==> src/rtl/vga_demo_pkg.sv <==
// Shared definitions for the VGA demo sequencer.
// Contents: FSM state encoding, mode index width, the mode-to-control
// mapping used by vga_core, and default timing constants.
package vga_demo_pkg;

  typedef enum logic {
    ST_AUTO   = 1'b0,
    ST_MANUAL = 1'b1
  } seq_state_t;

  localparam int MODE_W      = 2;
  localparam int FRAME_CNT_W = 5;

  localparam int DEF_NUM_MODES       = 4;
  localparam int DEF_DWELL_FRAMES    = 300;
  localparam int DEF_DEBOUNCE_CYCLES = 405000;  // 10 ms at 40.5 MHz
  localparam int DEF_LONG_FRAMES     = 90;

  typedef struct packed {
    logic color_3b;
    logic mode_bit;
  } mode_ctrl_t;

  // Mode index bit 1 selects the 3-bit colour path, bit 0 the pattern.
  function automatic mode_ctrl_t mode_to_ctrl(input logic [MODE_W-1:0] idx);
    mode_ctrl_t ctrl;
    ctrl.color_3b = idx[1];
    ctrl.mode_bit = idx[0];
    return ctrl;
  endfunction

endpackage

==> src/rtl/btn_debounce.sv <==
// Button conditioner: 2-FF synchronizer, debounce counter, press pulse.
// Ports:
//   clk_40m_tree  in  clock
//   reset_loc     in  asynchronous active-high reset
//   btn_n         in  raw asynchronous active-low button
//   level         out debounced level, 1 = pressed
//   press         out one-cycle pulse on debounced released->pressed
// The debounced level only follows the synchronized input after it has
// disagreed with it for DEBOUNCE_CYCLES consecutive clocks.
module btn_debounce
  import vga_demo_pkg::*;
#(
  parameter int DEBOUNCE_CYCLES = DEF_DEBOUNCE_CYCLES
) (
  input  logic clk_40m_tree,
  input  logic reset_loc,
  input  logic btn_n,
  output logic level,
  output logic press
);

  localparam int CNT_W = $clog2(DEBOUNCE_CYCLES);
  localparam logic [CNT_W-1:0] CNT_LAST = CNT_W'(DEBOUNCE_CYCLES - 1);

  logic [1:0]       sync_reg;
  logic [CNT_W-1:0] cnt_reg, cnt_next;
  logic             level_reg, level_next;
  logic             press_reg, press_next;
  logic             synced;

  // Synchronizer holds the raw (active-low) level; invert after it.
  assign synced = ~sync_reg[1];

  always_comb begin
    cnt_next   = cnt_reg;
    level_next = level_reg;
    press_next = 1'b0;
    if (synced == level_reg) begin
      // Any sample agreeing with the accepted level restarts the count.
      cnt_next = '0;
    end else if (cnt_reg == CNT_LAST) begin
      cnt_next   = '0;
      level_next = synced;
      press_next = synced;
    end else begin
      cnt_next = cnt_reg + 1'b1;
    end
  end

  always_ff @(posedge clk_40m_tree or posedge reset_loc) begin
    if (reset_loc) begin
      sync_reg  <= 2'b11;  // released
      cnt_reg   <= '0;
      level_reg <= 1'b0;
      press_reg <= 1'b0;
    end else begin
      sync_reg  <= {sync_reg[0], btn_n};
      cnt_reg   <= cnt_next;
      level_reg <= level_next;
      press_reg <= press_next;
    end
  end

  assign level = level_reg;
  assign press = press_reg;

endmodule

==> src/rtl/vga_demo_sequencer.sv <==
// Frame-synchronous demo-mode scheduler for vga_core.
// Ports:
//   clk_40m_tree  in  dot clock
//   reset_loc     in  asynchronous active-high reset
//   btn_next_n    in  raw active-low "next mode" button
//   vga_vs        in  vsync from the timing generator
//   mode_idx      out current mode 0..NUM_MODES-1
//   mode_bit      out mode_idx[0] for vga_core
//   color_3b      out mode_idx[1] for vga_core
//   auto_en       out 1 while cycling automatically
//   frame_tick    out one-cycle pulse per frame start
//   led_ok        out heartbeat, toggles every 32 frames
// Mode changes are only committed on frame_tick, so a frame never mixes
// two patterns. Requests collect in adv_pend between frame ticks.
module vga_demo_sequencer
  import vga_demo_pkg::*;
#(
  parameter int NUM_MODES       = DEF_NUM_MODES,
  parameter int DWELL_FRAMES    = DEF_DWELL_FRAMES,
  parameter int DEBOUNCE_CYCLES = DEF_DEBOUNCE_CYCLES,
  parameter int LONG_FRAMES     = DEF_LONG_FRAMES,
  parameter bit VS_ACTIVE_HIGH  = 1'b1
) (
  input  logic              clk_40m_tree,
  input  logic              reset_loc,
  input  logic              btn_next_n,
  input  logic              vga_vs,
  output logic [MODE_W-1:0] mode_idx,
  output logic              mode_bit,
  output logic              color_3b,
  output logic              auto_en,
  output logic              frame_tick,
  output logic              led_ok
);

  localparam int HELD_W = $clog2(LONG_FRAMES + 1);
  localparam logic [MODE_W-1:0] LAST_MODE  = MODE_W'(NUM_MODES - 1);
  localparam logic [15:0]       DWELL_LAST = 16'(DWELL_FRAMES - 1);
  localparam logic [HELD_W-1:0] HELD_LAST  = HELD_W'(LONG_FRAMES - 1);

  // Vsync path
  logic [1:0] vs_sync_reg;
  logic       vs_prev_reg;
  logic       frame_tick_reg;
  logic       vs_active;

  // Button path
  logic btn_level;
  logic btn_press;

  // Sequencer state
  seq_state_t             state_reg, state_next;
  logic [15:0]            dwell_reg, dwell_next;
  logic [HELD_W-1:0]      held_reg, held_next;
  logic [FRAME_CNT_W-1:0] frame_cnt_reg, frame_cnt_next;
  logic                   led_reg, led_next;
  logic                   adv_pend_reg, adv_pend_next;
  logic [MODE_W-1:0]      mode_reg, mode_next;
  mode_ctrl_t             ctrl_reg, ctrl_next;
  logic                   dwell_expire;

  assign vs_active = (vs_sync_reg[1] == VS_ACTIVE_HIGH);

  // The vsync chain resets to the active level: a vsync already asserted
  // when reset releases then looks like a steady level, not a new edge.
  always_ff @(posedge clk_40m_tree or posedge reset_loc) begin
    if (reset_loc) begin
      vs_sync_reg    <= {2{VS_ACTIVE_HIGH}};
      vs_prev_reg    <= 1'b1;
      frame_tick_reg <= 1'b0;
    end else begin
      vs_sync_reg    <= {vs_sync_reg[0], vga_vs};
      vs_prev_reg    <= vs_active;
      frame_tick_reg <= vs_active & ~vs_prev_reg;
    end
  end

  btn_debounce #(
    .DEBOUNCE_CYCLES(DEBOUNCE_CYCLES)
  ) u_btn_next (
    .clk_40m_tree(clk_40m_tree),
    .reset_loc   (reset_loc),
    .btn_n       (btn_next_n),
    .level       (btn_level),
    .press       (btn_press)
  );

  always_comb begin
    state_next     = state_reg;
    dwell_next     = dwell_reg;
    held_next      = held_reg;
    frame_cnt_next = frame_cnt_reg;
    led_next       = led_reg;
    adv_pend_next  = adv_pend_reg;
    mode_next      = mode_reg;
    dwell_expire   = (state_reg == ST_AUTO) && frame_tick_reg && (dwell_reg == DWELL_LAST);

    // Frame boundary: consume the pending request before new ones are
    // latched below, so a request raised on this very tick waits a frame.
    if (frame_tick_reg) begin
      adv_pend_next  = 1'b0;
      frame_cnt_next = frame_cnt_reg + 1'b1;
      if (frame_cnt_reg == '1) begin
        led_next = ~led_reg;
      end
      if (adv_pend_reg) begin
        mode_next = (mode_reg == LAST_MODE) ? '0 : mode_reg + 1'b1;
      end
    end

    case (state_reg)
      ST_AUTO: begin
        held_next = '0;
        if (frame_tick_reg) begin
          dwell_next = dwell_expire ? '0 : dwell_reg + 16'd1;
        end
        if (dwell_expire || btn_press) begin
          adv_pend_next = 1'b1;
        end
        if (btn_press) begin
          state_next = ST_MANUAL;
          dwell_next = '0;
        end
      end
      ST_MANUAL: begin
        dwell_next = '0;
        if (btn_press) begin
          adv_pend_next = 1'b1;
        end
        // A long hold returns to AUTO without requesting an advance.
        if (!btn_level) begin
          held_next = '0;
        end else if (frame_tick_reg) begin
          if (held_reg == HELD_LAST) begin
            held_next  = '0;
            state_next = ST_AUTO;
          end else begin
            held_next = held_reg + 1'b1;
          end
        end
      end
      default: begin
        state_next = ST_AUTO;
      end
    endcase

    ctrl_next = mode_to_ctrl(mode_next);
  end

  always_ff @(posedge clk_40m_tree or posedge reset_loc) begin
    if (reset_loc) begin
      state_reg     <= ST_AUTO;
      dwell_reg     <= '0;
      held_reg      <= '0;
      frame_cnt_reg <= '0;
      led_reg       <= 1'b0;
      adv_pend_reg  <= 1'b0;
      mode_reg      <= '0;
      ctrl_reg      <= '0;
    end else begin
      state_reg     <= state_next;
      dwell_reg     <= dwell_next;
      held_reg      <= held_next;
      frame_cnt_reg <= frame_cnt_next;
      led_reg       <= led_next;
      adv_pend_reg  <= adv_pend_next;
      mode_reg      <= mode_next;
      ctrl_reg      <= ctrl_next;
    end
  end

  assign mode_idx   = mode_reg;
  assign mode_bit   = ctrl_reg.mode_bit;
  assign color_3b   = ctrl_reg.color_3b;
  assign auto_en    = (state_reg == ST_AUTO);
  assign frame_tick = frame_tick_reg;
  assign led_ok     = led_reg;

endmodule

==> config.mk <==
export PLATFORM = sky130hd
export DESIGN_NAME = vga_demo_sequencer
export DESIGN_NICKNAME = d
export VERILOG_FILES = /design/src/rtl/vga_demo_pkg.sv /design/src/rtl/btn_debounce.sv /design/src/rtl/vga_demo_sequencer.sv
export SDC_FILE = /design/constraint.sdc
export NUM_CORES = 1
export LEC_CHECK = 0
export CORE_MARGIN = 8
export CORE_UTILIZATION = 30
export DETAILED_ROUTE_END_ITERATION = 6
export SYNTH_ARGS = -nofsm -noshare
export SYNTH_HDL_FRONTEND = slang
export SYNTH_SLANG_ARGS = --single-unit
==> constraint.sdc <==
create_clock -name clk_40m_tree -period 4.65 [get_ports clk_40m_tree]
set_input_delay 1.1625 -clock clk_40m_tree [delete_from_list [all_inputs] [get_ports clk_40m_tree]]
set_output_delay 1.1625 -clock clk_40m_tree [all_outputs]
set_load 0.005 [all_outputs]
Yosys cells after proc, flatten, opt, wreduce, memory -nomap -nowiden --
Cells that the tools add are included.
Operators by class: add/sub/neg operators 5, eq/ne operators 8, muxes and demuxes 24, bitwise logic cells 6, reductions and logical operators 5
Operators with widths (count):
- $mux W16 | 3
- $mux W19 | 2
- $pmux W16 S2 | 1
- $mux W7 | 3
- $add A19 B1 Y19 const B | 1
- $eq A19 B19 Y1 const B | 1
- $add A16 B1 Y16 const B | 1
- $eq A16 B9 Y1 const B | 1
- $pmux W7 S2 | 1
- $mux W1 | 9
- $add A7 B1 Y7 const B | 1
- $eq A7 B7 Y1 const B | 1
- $mux W2 | 3
- $add A5 B1 Y5 const B | 1
- $eq A5 B5 Y1 const B | 1
- $not A1 Y1 | 5
- $pmux W1 S2 | 2
- $reduce_and A2 Y1 | 2
- $ne A3 B1 Y1 const B | 1
- $ne A3 B3 Y1 const B | 1
- $add A2 B1 Y2 const B | 1
- $eq A2 B2 Y1 const B | 1
- $logic_and A1 B1 Y1 | 2
- $and A1 B1 Y1 | 1
- other kinds (2) | 2
Word-level totals: register bits 62, output and inout bits 7, word-level logic and storage cells 64

Logic depth before layout (Yosys ltp) --
depth after elaboration 7, mapped depth 7, mapped depth without buffers 5

Cells and area by module --
From an unflattened synthesis, not the netlist that was laid out.
Unflattened totals: cell total of the unflattened synthesis 282, area, all modules 2894.0 µm²
Modules (own cells, without submodules):
- vga_demo_sequencer | instances 1, cells each 174, area each 1805.5 µm²
- btn_debounce | instances 1, cells each 108, area each 1088.5 µm²

Worst setup path after synthesis --
Ideal clock, no wire load.
kind flip-flop to flip-flop, start reg u_btn_next.cnt_reg[12], end reg u_btn_next.cnt_reg[11], setup time 0.119 ns, arrival time 1.674 ns, data required time 4.531 ns, setup slack 2.857 ns, cell stages (with the launch flop) 7, clock period less this slack 1.793 ns, cells stage by stage dfrtp_1 or4b_2 nor4_2 a21bo_1 buf_6 buf_6 nor2_1
On the way: word-level cells in the longest chain between the ends 3
Ends and longest elaborated chain:
- start, declared | line btn_debounce.sv:26 | logic [CNT_W-1:0] cnt_reg, cnt_next;
- start signal, assigned | line btn_debounce.sv:58 | cnt_reg <= cnt_next;
- $eq A19 B19 Y1 | line btn_debounce.sv:41 | end else if (cnt_reg == CNT_LAST) begin
- $mux W19 | line btn_debounce.sv:41
- $mux W19 | line btn_debounce.sv:38 | if (synced == level_reg) begin
- via u_btn_next.cnt_next[11] | line btn_debounce.sv:26
The timed path passes the listed nets, and every way through them passes these cells. A chain may end at the register's enable or synchronous reset.

Worst setup path after layout --
start reg frame_tick_reg, in the netlist frame_tick, end out frame_tick
RTL lines:
- start, declared | line vga_demo_sequencer.sv:44 | logic frame_tick_reg;
- start signal, assigned | line vga_demo_sequencer.sv:74 | frame_tick_reg <= vs_active & ~vs_prev_reg;
- end, declared | line vga_demo_sequencer.sv:32 | output logic frame_tick,
No word-level cell between the ends.

==> run_results.csv <==
group,metric,value,unit
drt,drc,0,
grt,grt_usage,8.91,%
yosys,yosysTopAreaCellShare,47.1,%
drt,wl,5310,um
yosys,async_flop_share,100,%
timing,tns,0,ps
yosys,synth_ff_type,"dfrtp_1",
floorplanning,core_area,0.00959,mm2
cts,clock-sinks,60,
floorplanning,dieArea,0.0132,mm2
power,vdd_drop_max,0.157,mV
grt,grt_first_pass_wirelength,9670,um
timing,slew_violations,0,
setup_path,path_delay_family,"flip-flops",
yosys,ys_seq_area_share,51.6,%
cts,post_cts_resized,0,
grt,first_global_vias,2085,
timing,timing.slew.headroom,36.2,%
yosys,synth_nets,291,
yosys,yosysMostFrequentCell,"dfrtp_1",
cts,htreeDepth,3,
floorplanning,io_pins,11,
drt,drt.antenna.violating_nets,0,
placed_design,hpwl,3690,um
min_path,hp-class,"reg -> reg",
setup_path,worst_setup_path_start_kind,"flop",
setup_path,arrival,1760,ps
power,pwr_density_cell,341,mW/mm2
yosys,synth_edf_count,0,
cts,holdBufCountCts,0,
cells_and_area,area_delta_synth_final,13.2,%
setup_path,required,3490,ps
floorplanning,dieHeight,115,um
grt,overflow,0,
yosys,ys_types,55,
placed_design,portBuffers,10,
yosys,yosysWarnings,0,
drt,vias_per_cell,4.78,
job,drv_cap,0,
cts,clk_pin_slew_worst_paths,60,ps
timing,fin_hold_ws,357,ps
setup_path,critical_path_class,"reg -> out",
setup_path,crit_chain,"clkdlybuf4s50_1",
setup_path,cp_max_fo,20,
cts,cts_setup_buffers,0,
cts,cts_made_buffers,9,
setup_path,rrSetupSlack,2380,ps
timing,fin_crit_sh,62.9,%
cts,clockBufferDepth,2,
yosys,ys_top_cells_by_count,"dfrtp_1, nor2_1, xnor2_1",
setup_path,path_buf_inv,1,
drt,vias,2064,
yosys,syn_area,0.00292,mm2
drt,dr.pass1.iters,4,
floorplanning,die_w,115,um
floorplanning,initial_utilization,30.5,%
timing,fin_crit,2920,ps
timing,fmax,0.342,GHz
timing,hold_viol,0,
yosys,synthCells,280,
cells_and_area,diodes,0,
yosys,avgSynthCellArea,10.4,um2
drt,drtIter0Drc,92,
yosys,synth.area.top_cells,"dfrtp_1, xnor2_1, dfstp_2",
run_status,outcome,"finished, final reports clean",
cells_and_area,drive_gt1_share,10.4,%
grt,antenna_found_initial,0,
floorplanning,num_rows,36,
grt,grt_max_degree,34,
setup_path,cpPeakStageDelay,810,ps
drt,wl_per_cell,12.3,um
cts,insertion_delay,330,ps
cts,cts_tree,"yes",
timing,tightest_slew,950,ps
cts,clock-root-buffer,"clkbuf_8",
yosys,ys_ff_latch,60,
power,power.leakage,0.00135,uW
placed_design,gp_congestion,0.768,
cells_and_area,fill_cells,960,
cells_and_area,nNetsFinal,305,
timing,fin_skew,10.9,ps
setup_path,cp_slowest_cell,"dfrtp_1",
yosys,synth_area_leader_cell,"dfrtp_1",
timing,setup_violations,0,
cells_and_area,largest_reg_flops,19,
timing,rsz0062_at_grt,"false",
setup_path,critPathCaptureType,"output port",
[cell type report]
cell class              count  area, um2  share of cell area [%]
inverters                   9       33.8                    1.02
clock inverters             3       15.0                   0.454
repair buffers             12        115                    3.48
clock buffers              13        149                    4.50
well taps                 133        166                    5.03
multi-input cells         202       1320                    40.0
flip-flops and latches     60       1510                    45.6
[logic make-up (layout without fill, tap and decap cells)]
logic type	Yosys count	in the layout	share of synthesized area (%)
muxes	6	6	2.18
AOI/OAI and AO/OA	37	37	8.18
adders and majority gates	7	7	3.00
DFF	60	60	51.6
and+or+nand+nor	123	123	23.2
buffers and inverters	18	37	3.17
xor gates and xnor gates	29	29	8.69
[worst paths after layout]
check | startpoint | endpoint | cells past startpoint
worst max-delay path | frame_tick | frame_tick | 1
worst min register to register | u_btn_next.sync_reg[0] | u_btn_next.sync_reg[1] | 0
worst min-delay path | u_btn_next.sync_reg[0] | u_btn_next.sync_reg[1] | 0
min in group asynchronous | reset_loc | held_reg[5] | 2
max in group asynchronous | reset_loc | u_btn_next.sync_reg[0] | 3
worst max register to register | frame_tick | dwell_reg[8] | 4
[through the flow]
| stage | utilization, % | instances | instance area, um2 | worst slack, ps | total power, uW |
|---|---|---|---|---|---|
| after floorplan | - | 280 | 2920 | 2010 | 710 |
| after global placement | 32.8 | 416 | 3150 | 2070 | 738 |
| after detailed placement | 32.8 | 416 | 3150 | 2060 | 744 |
| after CTS | 34.5 | 432 | 3310 | 1700 | 1150 |
| after global routing | 34.5 | 432 | 3310 | 1600 | 1190 |
| final | 34.5 | 432 | 3310 | 1730 | 1130 |
[power by group]
part	internal, uW	switching, uW
Combinational	56.7	49.7
Sequential	572	54.0
Clock	206	192
[routing by layer]
metal / part of all wire (%) / global-route usage (%)
met5: 0 / 0
met4: 0.55 / 2.54
met3: 3.9 / 2.80
met2: 44 / 12.9
met1: 51 / 12.4
[layout by cell type (no fill, tap or decap), drive strengths merged, types with 2 or more instances in the layout]
| master | instances |
|---|---|
| nand2 | 17 |
| or3 | 7 |
| o31ai | 2 |
| nor2 | 31 |
| nand4 | 9 |
| and4 | 2 |
| mux2i | 3 |
| dfrtp | 55 |
| nor4b | 3 |
| xor2 | 9 |
| nand3 | 15 |
| nand3b | 2 |
| o21ai | 10 |
| nor4 | 7 |
| nor3 | 12 |
| mux2 | 3 |
| and2 | 2 |
| inv | 9 |
| dfstp | 5 |
| a21oi | 11 |
| clkinv | 3 |
| xnor2 | 20 |
| buf | 2 |
| or4 | 2 |
| clkdlybuf4s50 | 10 |
| ha | 7 |
| nor3b | 2 |
| and3 | 6 |
| clkbuf | 13 |
| a21o | 2 |
| a21bo | 2 |
Note: power is estimated with default switching activity, not from simulation.
